--- src/rtl/pe_stream_hub_if.sv ---
// Bundle of PE-side links and router-side streams for pe_stream_hub.
// The hub connects through the slave modport, and its environment uses the master modport.
interface pe_stream_hub_if #(
  parameter int NUM_PE     = 4,
  parameter int DATA_WIDTH = 64
);
  localparam int ID_WIDTH = $clog2(NUM_PE);

  logic [NUM_PE*DATA_WIDTH-1:0] pe_datain;
  logic [NUM_PE-1:0]            pe_datain_valid;
  logic [NUM_PE-1:0]            pe_datain_accept;
  logic [NUM_PE*DATA_WIDTH-1:0] pe_dataout;
  logic [NUM_PE-1:0]            pe_dataout_valid;
  logic [NUM_PE-1:0]            pe_dataout_accept;
  logic [DATA_WIDTH-1:0]        m_data;
  logic [ID_WIDTH-1:0]          m_pe_id;
  logic                         m_valid;
  logic                         m_accept;
  logic [DATA_WIDTH-1:0]        s_data;
  logic [ID_WIDTH-1:0]          s_dest;
  logic                         s_bcast;
  logic                         s_valid;
  logic                         s_accept;
  logic                         err_bad_dest;

  modport slave (
    input  pe_datain, pe_datain_valid, pe_dataout_accept, m_accept,
           s_data, s_dest, s_bcast, s_valid,
    output pe_datain_accept, pe_dataout, pe_dataout_valid,
           m_data, m_pe_id, m_valid, s_accept, err_bad_dest
  );

  modport master (
    output pe_datain, pe_datain_valid, pe_dataout_accept, m_accept,
           s_data, s_dest, s_bcast, s_valid,
    input  pe_datain_accept, pe_dataout, pe_dataout_valid,
           m_data, m_pe_id, m_valid, s_accept, err_bad_dest
  );
endinterface

--- src/rtl/pe_stream_hub.sv ---
// PE-side stream hub: per-PE ingress FIFOs merged by an arbiter into one tagged stream,
// and a router stream delivered to PEs by unicast or broadcast through per-PE output registers.
module pe_stream_hub #(
  parameter int NUM_PE     = 4,
  parameter int DATA_WIDTH = 64,
  parameter int FIFO_DEPTH = 4,
  parameter int ARB_MODE   = 0
) (
  input logic          clk,
  input logic          rst_n,
  pe_stream_hub_if.slave bus
);
  localparam int ID_WIDTH = $clog2(NUM_PE);
  localparam int PTR_W    = $clog2(FIFO_DEPTH);
  localparam int CNT_W    = PTR_W + 1;

  logic [DATA_WIDTH-1:0] fifo_mem [NUM_PE][FIFO_DEPTH];
  logic [PTR_W-1:0]      wr_ptr   [NUM_PE];
  logic [PTR_W-1:0]      rd_ptr   [NUM_PE];
  logic [CNT_W-1:0]      count    [NUM_PE];

  logic [NUM_PE-1:0]     push, pop, not_empty, in_accept;
  logic                  load_en, grant_valid;
  logic [ID_WIDTH-1:0]   grant_id, rr_ptr;
  logic [DATA_WIDTH-1:0] grant_data;

  logic                  m_valid_q;
  logic [DATA_WIDTH-1:0] m_data_q;
  logic [ID_WIDTH-1:0]   m_pe_id_q;

  logic [DATA_WIDTH-1:0]        out_data [NUM_PE];
  logic [NUM_PE-1:0]            out_valid, out_free, out_load;
  logic [NUM_PE*DATA_WIDTH-1:0] dataout_flat;
  logic [ID_WIDTH:0]            dest_ext;
  logic                         bad_dest, dest_free, s_accept_c, s_fire, err_q;

  // Accept depends only on FIFO occupancy, never on m_accept, so there is no full-bypass path.
  always_comb begin
    load_en = !m_valid_q || bus.m_accept;
    for (int i = 0; i < NUM_PE; i++) begin
      in_accept[i] = (count[i] != CNT_W'(FIFO_DEPTH));
      not_empty[i] = (count[i] != '0);
      push[i]      = bus.pe_datain_valid[i] && in_accept[i];
      pop[i]       = load_en && grant_valid && (grant_id == ID_WIDTH'(i));
    end
  end

  assign bus.pe_datain_accept = in_accept;

  // Round-robin: lowest non-empty index above the last grant, else lowest at or below it.
  always_comb begin
    grant_valid = 1'b0;
    grant_id    = '0;
    if (ARB_MODE == 0) begin
      for (int i = NUM_PE-1; i >= 0; i--) begin
        if (not_empty[i] && (ID_WIDTH'(i) <= rr_ptr)) begin
          grant_valid = 1'b1;
          grant_id    = ID_WIDTH'(i);
        end
      end
      for (int i = NUM_PE-1; i >= 0; i--) begin
        if (not_empty[i] && (ID_WIDTH'(i) > rr_ptr)) begin
          grant_valid = 1'b1;
          grant_id    = ID_WIDTH'(i);
        end
      end
    end else begin
      for (int i = NUM_PE-1; i >= 0; i--) begin
        if (not_empty[i]) begin
          grant_valid = 1'b1;
          grant_id    = ID_WIDTH'(i);
        end
      end
    end
  end

  always_comb begin
    grant_data = '0;
    for (int i = 0; i < NUM_PE; i++) begin
      if (grant_id == ID_WIDTH'(i)) grant_data = fifo_mem[i][rd_ptr[i]];
    end
  end

  always_ff @(posedge clk) begin
    for (int i = 0; i < NUM_PE; i++) begin
      if (push[i]) fifo_mem[i][wr_ptr[i]] <= bus.pe_datain[i*DATA_WIDTH +: DATA_WIDTH];
    end
  end

  always_ff @(posedge clk or negedge rst_n) begin
    if (!rst_n) begin
      for (int i = 0; i < NUM_PE; i++) begin
        wr_ptr[i] <= '0;
        rd_ptr[i] <= '0;
        count[i]  <= '0;
      end
    end else begin
      for (int i = 0; i < NUM_PE; i++) begin
        if (push[i]) wr_ptr[i] <= wr_ptr[i] + PTR_W'(1);
        if (pop[i])  rd_ptr[i] <= rd_ptr[i] + PTR_W'(1);
        case ({push[i], pop[i]})
          2'b10:   count[i] <= count[i] + CNT_W'(1);
          2'b01:   count[i] <= count[i] - CNT_W'(1);
          default: count[i] <= count[i];
        endcase
      end
    end
  end

  // The pointer starts at the last PE so that PE0 wins the first round.
  always_ff @(posedge clk or negedge rst_n) begin
    if (!rst_n) begin
      m_valid_q <= 1'b0;
      m_data_q  <= '0;
      m_pe_id_q <= '0;
      rr_ptr    <= ID_WIDTH'(NUM_PE-1);
    end else if (load_en) begin
      if (grant_valid) begin
        m_valid_q <= 1'b1;
        m_data_q  <= grant_data;
        m_pe_id_q <= grant_id;
        rr_ptr    <= grant_id;
      end else begin
        m_valid_q <= 1'b0;
      end
    end
  end

  assign bus.m_valid = m_valid_q;
  assign bus.m_data  = m_data_q;
  assign bus.m_pe_id = m_pe_id_q;

  // The destination is widened by one bit so the range test stays meaningful for any NUM_PE.
  always_comb begin
    dest_ext  = {1'b0, bus.s_dest};
    bad_dest  = !bus.s_bcast && (dest_ext >= (ID_WIDTH+1)'(NUM_PE));
    dest_free = 1'b0;
    for (int i = 0; i < NUM_PE; i++) begin
      out_free[i] = !out_valid[i] || bus.pe_dataout_accept[i];
      if (bus.s_dest == ID_WIDTH'(i)) dest_free = out_free[i];
    end
    if (bus.s_bcast)   s_accept_c = &out_free;
    else if (bad_dest) s_accept_c = 1'b1;
    else               s_accept_c = dest_free;
    s_fire = bus.s_valid && s_accept_c;
    for (int i = 0; i < NUM_PE; i++) begin
      out_load[i] = s_fire && !bad_dest && (bus.s_bcast || (bus.s_dest == ID_WIDTH'(i)));
    end
  end

  assign bus.s_accept = s_accept_c;

  always_ff @(posedge clk or negedge rst_n) begin
    if (!rst_n) begin
      out_valid <= '0;
      err_q     <= 1'b0;
      for (int i = 0; i < NUM_PE; i++) out_data[i] <= '0;
    end else begin
      for (int i = 0; i < NUM_PE; i++) begin
        if (out_load[i]) begin
          out_data[i]  <= bus.s_data;
          out_valid[i] <= 1'b1;
        end else if (bus.pe_dataout_accept[i]) begin
          out_valid[i] <= 1'b0;
        end
      end
      if (s_fire && bad_dest) err_q <= 1'b1;
    end
  end

  always_comb begin
    dataout_flat = '0;
    for (int i = 0; i < NUM_PE; i++) dataout_flat[i*DATA_WIDTH +: DATA_WIDTH] = out_data[i];
  end

  assign bus.pe_dataout       = dataout_flat;
  assign bus.pe_dataout_valid = out_valid;
  assign bus.err_bad_dest     = err_q;
endmodule

--- src/flat_wrapper.sv ---
// flat-port wrapper written by rule: the top's interface ports become plain ports
module pe_stream_hub_flat 
#(
  parameter int NUM_PE     = 4,
  parameter int DATA_WIDTH = 64,
  parameter int FIFO_DEPTH = 4,
  parameter int ARB_MODE   = 0
)
  (clk, rst_n, bus_pe_datain, bus_pe_datain_valid, bus_pe_dataout_accept, bus_m_accept, bus_s_data, bus_s_dest, bus_s_bcast, bus_s_valid, bus_pe_datain_accept, bus_pe_dataout, bus_pe_dataout_valid, bus_m_data, bus_m_pe_id, bus_m_valid, bus_s_accept, bus_err_bad_dest);
  pe_stream_hub_if #(.NUM_PE(NUM_PE), .DATA_WIDTH(DATA_WIDTH)) bus_i ();
  input logic clk;
  input logic rst_n;
  input wire logic [$bits(bus_i.pe_datain)-1:0] bus_pe_datain;
  input wire logic [$bits(bus_i.pe_datain_valid)-1:0] bus_pe_datain_valid;
  input wire logic [$bits(bus_i.pe_dataout_accept)-1:0] bus_pe_dataout_accept;
  input wire logic [$bits(bus_i.m_accept)-1:0] bus_m_accept;
  input wire logic [$bits(bus_i.s_data)-1:0] bus_s_data;
  input wire logic [$bits(bus_i.s_dest)-1:0] bus_s_dest;
  input wire logic [$bits(bus_i.s_bcast)-1:0] bus_s_bcast;
  input wire logic [$bits(bus_i.s_valid)-1:0] bus_s_valid;
  output wire logic [$bits(bus_i.pe_datain_accept)-1:0] bus_pe_datain_accept;
  output wire logic [$bits(bus_i.pe_dataout)-1:0] bus_pe_dataout;
  output wire logic [$bits(bus_i.pe_dataout_valid)-1:0] bus_pe_dataout_valid;
  output wire logic [$bits(bus_i.m_data)-1:0] bus_m_data;
  output wire logic [$bits(bus_i.m_pe_id)-1:0] bus_m_pe_id;
  output wire logic [$bits(bus_i.m_valid)-1:0] bus_m_valid;
  output wire logic [$bits(bus_i.s_accept)-1:0] bus_s_accept;
  output wire logic [$bits(bus_i.err_bad_dest)-1:0] bus_err_bad_dest;
  assign bus_i.pe_datain = bus_pe_datain;
  assign bus_i.pe_datain_valid = bus_pe_datain_valid;
  assign bus_i.pe_dataout_accept = bus_pe_dataout_accept;
  assign bus_i.m_accept = bus_m_accept;
  assign bus_i.s_data = bus_s_data;
  assign bus_i.s_dest = bus_s_dest;
  assign bus_i.s_bcast = bus_s_bcast;
  assign bus_i.s_valid = bus_s_valid;
  assign bus_pe_datain_accept = bus_i.pe_datain_accept;
  assign bus_pe_dataout = bus_i.pe_dataout;
  assign bus_pe_dataout_valid = bus_i.pe_dataout_valid;
  assign bus_m_data = bus_i.m_data;
  assign bus_m_pe_id = bus_i.m_pe_id;
  assign bus_m_valid = bus_i.m_valid;
  assign bus_s_accept = bus_i.s_accept;
  assign bus_err_bad_dest = bus_i.err_bad_dest;
  pe_stream_hub #(.NUM_PE(NUM_PE), .DATA_WIDTH(DATA_WIDTH), .FIFO_DEPTH(FIFO_DEPTH), .ARB_MODE(ARB_MODE)) u_core (.clk(clk), .rst_n(rst_n), .bus(bus_i));
endmodule
--- config.mk ---
export PLATFORM = sky130hd
export DESIGN_NAME = pe_stream_hub_flat
export DESIGN_NICKNAME = d
export VERILOG_FILES = /design/src/rtl/pe_stream_hub_if.sv /design/src/rtl/pe_stream_hub.sv /design/src/flat_wrapper.sv
export SDC_FILE = /design/constraint.sdc
export NUM_CORES = 1
export LEC_CHECK = 0
export BUFFER_PORTS_ARGS = -buffer_cell sky130_fd_sc_hd__buf_2
export CORE_MARGIN = 2
export CORE_UTILIZATION = 62
export DETAILED_ROUTE_END_ITERATION = 8
export GPL_TIMING_DRIVEN = 0
export PLACE_DENSITY_LB_ADDON = 0.1
export SYNTH_ARGS = -nofsm -noshare
export SYNTH_HDL_FRONTEND = slang
export SYNTH_SLANG_ARGS = --single-unit
--- constraint.sdc ---
create_clock -name clk -period 6.9 [get_ports clk]
set_clock_uncertainty 0.05 [all_clocks]
set_input_delay 0 -clock clk [delete_from_list [all_inputs] [get_ports clk]]
set_output_delay 0 -clock clk [all_outputs]
set_load 0.02 [all_outputs]
==> flow_summary.json, run 1 <==
{
  "crit_chain": "nor3_1 -> o22ai_1 -> a211oi_2 -> and3_1 -> ha_1 -> inv_1 -> fa_1 -> xor2_1 -> nor2_1 -> xor2_1",
  "route.detailed.drc": 0,
  "fin_total_pwr_w": 0.0291,
  "synthFlopType": "edfxtp_1",
  "place.gp.congestion": 0.879,
  "start_kind": "flop",
  "setup_viol": 0,
  "first_pass_iters": 6,
  "synthTopCellsByCount": "edfxtp_1 (1024), dfrtp_1 (355), mux4_2 (256)",
  "syn_inst": 2612,
  "clockBufferDepth": 3,
  "syn2layout_area_growth_pct": 29.5,
  "antenna_found_initial": 27,
  "stdcell_area_mm2": 0.0683,
  "ff2ff_path_depth": 10,
  "crit_path_frequent_cell": "xor2_1",
  "hold_violations": 0,
  "root_buffer": "clkbuf_16",
  "synthDistinctLibCells": 65,
  "routed_via_density": 6.01,
  "swShare_pct": 34.9,
  "grt_pass1_vias": 32900,
  "ff_latch_area_mm2": 0.0397,
  "grt_overflow": 0,
  "cts-htree-levels": 4,
  "cts_tree": "built",
  "synthesis.nets": 2971,
  "vdd_drop_max_uv": 375,
  "power.leakage_nw": 25.3,
  "cp_data_required_time_ns": 7.49,
  "fp.dieW_um": 296,
  "period_needed_ns": 3.52,
  "track_usage_pct": 34.4,
  "slew_viol_final": 0,
  "p_sw_w": 0.0102,
  "status": "finished, final reports clean",
  "postPlaceCellArea_mm2": 0.0581,
  "hold_path_depth": 2,
  "ant_nets": 0,
  "wl_per_cell_um": 28.5,
  "die_h_um": 296,
  "portBuffers": 666,
  "syn-cell-area_mm2": 0.0528,
  "yosysTopAreaCellShare_pct": 58.3,
  "dr_total_vias": 31800,
  "dr.first_iter.drc_count": 2997,
  "layout-drive-gt1-share_pct": 36.6,
  "cp_data_arrival_time_ns": 4.12,
  "powerDensity_mw_per_mm2": 426,
  "sequentialPowerShare_pct": 40.5,
  "fp.coreArea_mm2": 0.0847,
  "crit_path_max_fanout": 6,
  "rows": 107,
  "synth-seq-cells": 1381,
  "clk_latency_ns": 0.75,
  "drv_cap": 0,
  "syn_avg_cell_area_um2": 20.2,
  "start_util_pct": 62.3,
  "yosysSeqAreaShare_pct": 75.2,
  "tightestPinTransition_ns": 1.13,
  "cts_resized": 0,
  "holdCritPathClass": "in2reg",
  "fmax_ghz": 0.284,
  "critPathSlowestCell": "a211oi_2",
  "max_stage_delay_ns": 0.65,
  "pwr-share-comb_pct": 34.1,
  "async_flop_share_pct": 25.9,
  "drt-total-wl_um": 151000,
  "fin_crit_sh_pct": 51.1,
  "grt_pass1_wl_um": 216000,
  "clk_pin_slew_ns": 0.06,
  "hpwl_um": 101000,
  "rsz0062_at_grt": "false",
  "p_int_w": 0.0190,
  "layout.nets": 4363,
  "fill_cells": 4386,
  "cts.sinks": 1381,
  "multi_input_area_mm2": 0.0123,
  "relSlewSlack_pct": 24.9,
  "cp-end-kind": "flop",
  "cts_buffers": 141,
  "crit_type": "reg2reg",
  "grt_max_degree": 127,
  "p_clk_share_pct": 25.3,
  "synthTopCellsByArea": "edfxtp_1 (58%), dfrtp_1 (17%), mux4_2 (11%)",
  "synth_top_area_cell": "edfxtp_1",
  "fin_cells": 5289,
  "synth_edf_count": 1024,
  "ioPinCount": 668,
  "dp.cells": 4441,
  "yosysMostFrequentCell": "edfxtp_1",
  "die_area_mm2": 0.0875,
  "synth_warnings": 0
}
-- layout by cell type, fill, tap and decap left out, drive strengths merged, types with 7 or more instances in the layout --
cell,netlist,routed
buf,87,773
xor2,9,9
and3,37,37
a21oi,60,60
xnor2,15,15
dfrtp,355,355
nand4,7,7
diode,0,23
nor2,69,69
o2bb2ai,36,36
a221oi,39,39
clkinv,0,58
clkbuf,64,258
a32oi,9,9
dlygate4sd3,0,563
mux2,258,258
nor3,10,10
nand2,42,42
ha,20,20
mux4,256,256
o21ai,83,83
edfxtp,1024,1024
inv,27,33
a31oi,38,38
-- critical path: cells and delay by family, from the launching register on --
family          cells  cell delay [ns]
xor+xnor            2             0.31
compound gates      2             0.94
fa+ha+maj           2             0.59
simple gates        3             1.05
buf+inv             1             0.07
flops               1             0.45
-- sequential cells by signal (all words and copies together) (netlist names) --
signal,flops
u_core.bus.m_data,64
u_core.fifo_mem,1024
u_core.bus.pe_dataout,256
u_core.wr_ptr,8
u_core.bus.m_pe_id,2
u_core.count,12
u_core.rd_ptr,8
u_core.rr_ptr,2
u_core.bus.pe_dataout_valid,4
u_core.bus.m_valid,1
-- final timing paths --
path / startpoint / end / slack [ns]
min in group asynchronous: rst_n / u_core.bus.pe_dataout[117]$_DFFE_PN0P_ / 0.35
max: u_core.count[6]$_DFFE_PN0P_ / u_core.count[11]$_DFFE_PN0P_ / 3.38
max in group asynchronous: rst_n / u_core.bus.pe_dataout[8]$_DFFE_PN0P_ / 5.28
min: bus_pe_datain[129] / u_core.fifo_mem[2][65]$_DFFE_PP_ / 0.02
max reg2reg: u_core.count[6]$_DFFE_PN0P_ / u_core.count[11]$_DFFE_PN0P_ / 3.38
min reg2reg: u_core.bus.m_data[28]$_DFFE_PN0P_ / u_core.bus.m_data[28]$_DFFE_PN0P_ / 0.44
-- repair_timing --
action	4_1_cts	5_1_grt
setup buffers	0	0
hold endpoints to repair	1827	5
hold buffers	562	2
endpoints found under the setup margin	0	0
-- final cells by class --
cell class                      instances  area share [%]
Antenna cell                           23          0.0842
Buffer                                151            1.18
Clock buffer                          194            5.71
Clock inverter                         67           0.864
Inverter                               27           0.148
Multi-Input combinational cell       1053            18.0
Sequential cell                      1381            58.1
Tap cell                             1144            2.09
Timing Repair Buffer                 1249            13.9
-- layer usage --
| layer | up-vias | track usage, % | part of all wire [%] |
|---|---|---|---|
| met5 | - | 0 | 0.048 |
| met4 | 12 | 16.4 | 5.0 |
| met3 | 368 | 8.66 | 9.0 |
| met2 | 1676 | 59.5 | 52 |
| met1 | 16400 | 40.5 | 34 |
| li1 | 13400 | - | - |
-- cells by family after synthesis --
kind of cell | share of synthesized area, %
flops | 75.2
mux | 16.5
compound gates | 3.84
simple gates | 1.76
buf+inv | 1.72
fa+ha+maj | 0.626
xor+xnor | 0.398
other cells | 0.00710
-- power by group through the flow --
stage / registers, W / logic [W] / clock network [W]
after global placement: 0.0119 / 0.00918 / 0
after floorplan: 0.0126 / 0.00499 / 0
after detailed placement: 0.0119 / 0.00954 / 0
after global routing: 0.0119 / 0.0104 / 0.00776
after CTS: 0.0117 / 0.00988 / 0.00740
final: 0.0118 / 0.00995 / 0.00738
-- metrics by stage --
stage	setup WS, ns	hold WS [ns]	TNS, ns	util, %
4_1_cts	3.43	0.000474	0	80.6
3_3_place_gp	-0.805	0.158	-269.36	67.9
3_5_place_dp	3.47	-0.111	0	68.6
2_1_floorplan	4.01	-0.346	0	-
6_report	3.38	0.0188	0	80.6
5_1_grt	3.20	0.00672	0	80.6
No activity file was read; power rests on OpenSTA's default activity.
==> run 2, diff against run 1 <==
- CORE_UTILIZATION: 62 -> 52
- clock period: 6.9 -> 2.8 ns (I/O delays scaled with it)
==> run 2 against run 1 <==
The run now ends with negative setup slack left. Hold slack better by 0.0087 ns. Via count shrank 1.5%. Register-to-register slack got worse by 3.5 ns. Utilization down 11 points. Combinational power grew to 2.6 times the previous value. Sequential cell count is the same.
==> flow_summary.json, run 2 (same netlist as run 1, synthesis figures left out) <==
{
  "clk_latency_ns": 0.75,
  "dr.first_iter.drc_count": 2491,
  "grt_overflow": 0,
  "portBuffers": 666,
  "tightestPinTransition_ns": 0.997,
  "slew_viol_final": 0,
  "grt_pass1_vias": 33400,
  "crit_type": "reg2reg",
  "status": "complete, but fails checks",
  "rows": 116,
  "ioPinCount": 668,
  "die_area_mm2": 0.104,
  "drv_cap": 0,
  "first_pass_iters": 5,
  "cts.sinks": 1381,
  "syn2layout_area_growth_pct": 32.2,
  "fp.coreArea_mm2": 0.100,
  "worst_slack_ns": -0.123,
  "grt_max_degree": 136,
  "hold_violations": 0,
  "drt-total-wl_um": 153000,
  "vdd_drop_max_uv": 718,
  "die_h_um": 323,
  "cts_buffers": 142,
  "hold_path_depth": 2,
  "ff2ff_path_depth": 8,
  "cp-end-kind": "flop",
  "fp.dieW_um": 323,
  "rsz0062_at_grt": "true",
  "dr_total_vias": 31300,
  "crit_path_max_fanout": 4,
  "r2r_end": "u_core.count[7]$_DFFE_PN0P_",
  "fmax_ghz": 0.342,
  "wl_per_cell_um": 27.5,
  "min_from": "bus_pe_datain[103]",
  "relSlewSlack_pct": 33.5,
  "hpwl_um": 105000,
  "layout-drive-gt1-share_pct": 38.5,
  "start_util_pct": 52.6,
  "powerDensity_mw_per_mm2": 1050,
  "layout.nets": 4427,
  "antenna_found_initial": 28,
  "final_common_cell": "edfxtp_1",
  "fin_crit_sh_pct": 104,
  "largest_reg_flops": 1024,
  "route.detailed.drc": 0,
  "holdCritPathClass": "in2reg",
  "cp_data_required_time_ns": 3.37,
  "clockBufferDepth": 3,
  "final_util_pct": 69.6,
  "place.gp.congestion": 0.872,
  "power.leakage_nw": 25.8,
  "rr_startpoint": "u_core.count[5]$_DFFE_PN0P_",
  "root_buffer": "clkbuf_16",
  "setup_viol": 7,
  "start_kind": "flop",
  "period_needed_ns": 2.92,
  "grt_pass1_wl_um": 221000,
  "ant_nets": 0,
  "place_ws_ns": -0.838,
  "ff2ff_setup_slack_ns": -0.12,
  "violations": "negative setup slack",
  "clk_pin_slew_ns": 0.06,
  "whs_endpoint": "u_core.fifo_mem[1][39]$_DFFE_PP_",
  "cts_tree": "built",
  "cp_data_arrival_time_ns": 3.49,
  "final_cell_mix": "edfxtp_1 (1024), buf_2 (689), dlygate4sd3_1 (593)",
  "track_usage_pct": 29.6,
  "cts-htree-levels": 4,
  "routed_via_density": 5.64
}
==> run 2: cell count changes in the layout (fill, tap and decap cells not counted), moves of 5 or more <==
| cell | change |
|---|---|
| a221oi_1 | -34 |
| a221oi_2 | +29 |
| a221oi_4 | +5 |
| buf_2 | -10 |
| buf_4 | +33 |
| bufinv_16 | +5 |
| clkbuf_1 | -5 |
| clkbuf_16 | +6 |
| clkbuf_2 | +9 |
| clkinv_2 | -14 |
| dlygate4sd3_1 | +30 |
==> run 2: metrics by stage <==
step | hold slack (ns) | setup TNS (ns) | power [W] | instances | cell area [um2]
final | 0.0276 | -0.262 | 0.0735 | 5556 | 69800
after global routing | 0.0157 | -0.883 | 0.0765 | 5549 | 69800
after CTS | 0.000966 | -0.691 | 0.0735 | 5529 | 69500
after detailed placement | 0.0363 | -35.46 | 0.0533 | 4653 | 58400
after global placement | 0.158 | -2427.12 | 0.0524 | 4635 | 57800
after floorplan | -0.346 | -0.0396 | 0.0433 | 2612 | 52800
==> run 2: how the worst max path moves through the flow <==
stage	startpoint	endpoint	slack, ns	cells past startpoint
floorplan	u_core.count[7]$_DFFE_PN0P_	u_core.count[2]$_DFFE_PN0P_	-0.04	14
global placement	rst_n	u_core.bus.pe_dataout[210]$_DFFE_PN0P_	-5.09	1
detailed placement	u_core.rd_ptr[3]$_DFFE_PN0P_	u_core.bus.m_data[36]$_DFFE_PN0P_	-0.84	6
CTS	u_core.rr_ptr[1]$_DFFE_PN1P_	u_core.count[7]$_DFFE_PN0P_	-0.17	8
global route	u_core.count[5]$_DFFE_PN0P_	u_core.count[5]$_DFFE_PN0P_	-0.19	10
finish	u_core.count[5]$_DFFE_PN0P_	u_core.count[7]$_DFFE_PN0P_	-0.12	8
==> run 2: power breakdown <==
group          total [W]  switching [W]  internal (W)
logic             0.0262         0.0158        0.0103
clock network     0.0183        0.00764        0.0107
registers         0.0290        0.00179        0.0272
==> run 2: worst max-delay path, cell delays in order, from the launching register on <==
cell and delay, ns:
dfrtp_1 0.44, or3_4 0.47, a211oi_2 0.39, a211oi_4 0.11
buf_4 0.18, nor3_4 0.24, ha_2 0.24, fa_2 0.42
mux2_2 0.27
==> run 2: layout make-up <==
| class | count | area (um2) |
|---|---|---|
| clock buffers | 200 | 3990 |
| flip-flops and latches | 1381 | 39700 |
| multi-input cells | 1053 | 12800 |
| inverters | 27 | 104 |
| fillers | 6461 | 30500 |
| clock inverters | 55 | 490 |
| well taps | 1357 | 1700 |
| plain buffers | 146 | 876 |
| repair buffers | 1317 | 10200 |
| diodes | 20 | 50.0 |
==> run 2: routing by layer <==
metal  track usage [%]  vias up  part of all wire, %
met1              34.0    16200                   35
li1                  -    13500                    -
met2              52.2     1242                   52
met5            0.0926        -                0.090
met3              8.34      303                  8.4
met4              11.8       20                  4.0
==> run 2: what timing repair did <==
item                                    4_1_cts  5_1_grt
setup buffers                                30       10
pin swaps                                    13       14
endpoints found under the setup margin       72       63
gates resized for setup                      92       37
hold buffers                                593        0
endpoints found under the hold margin      1774        0
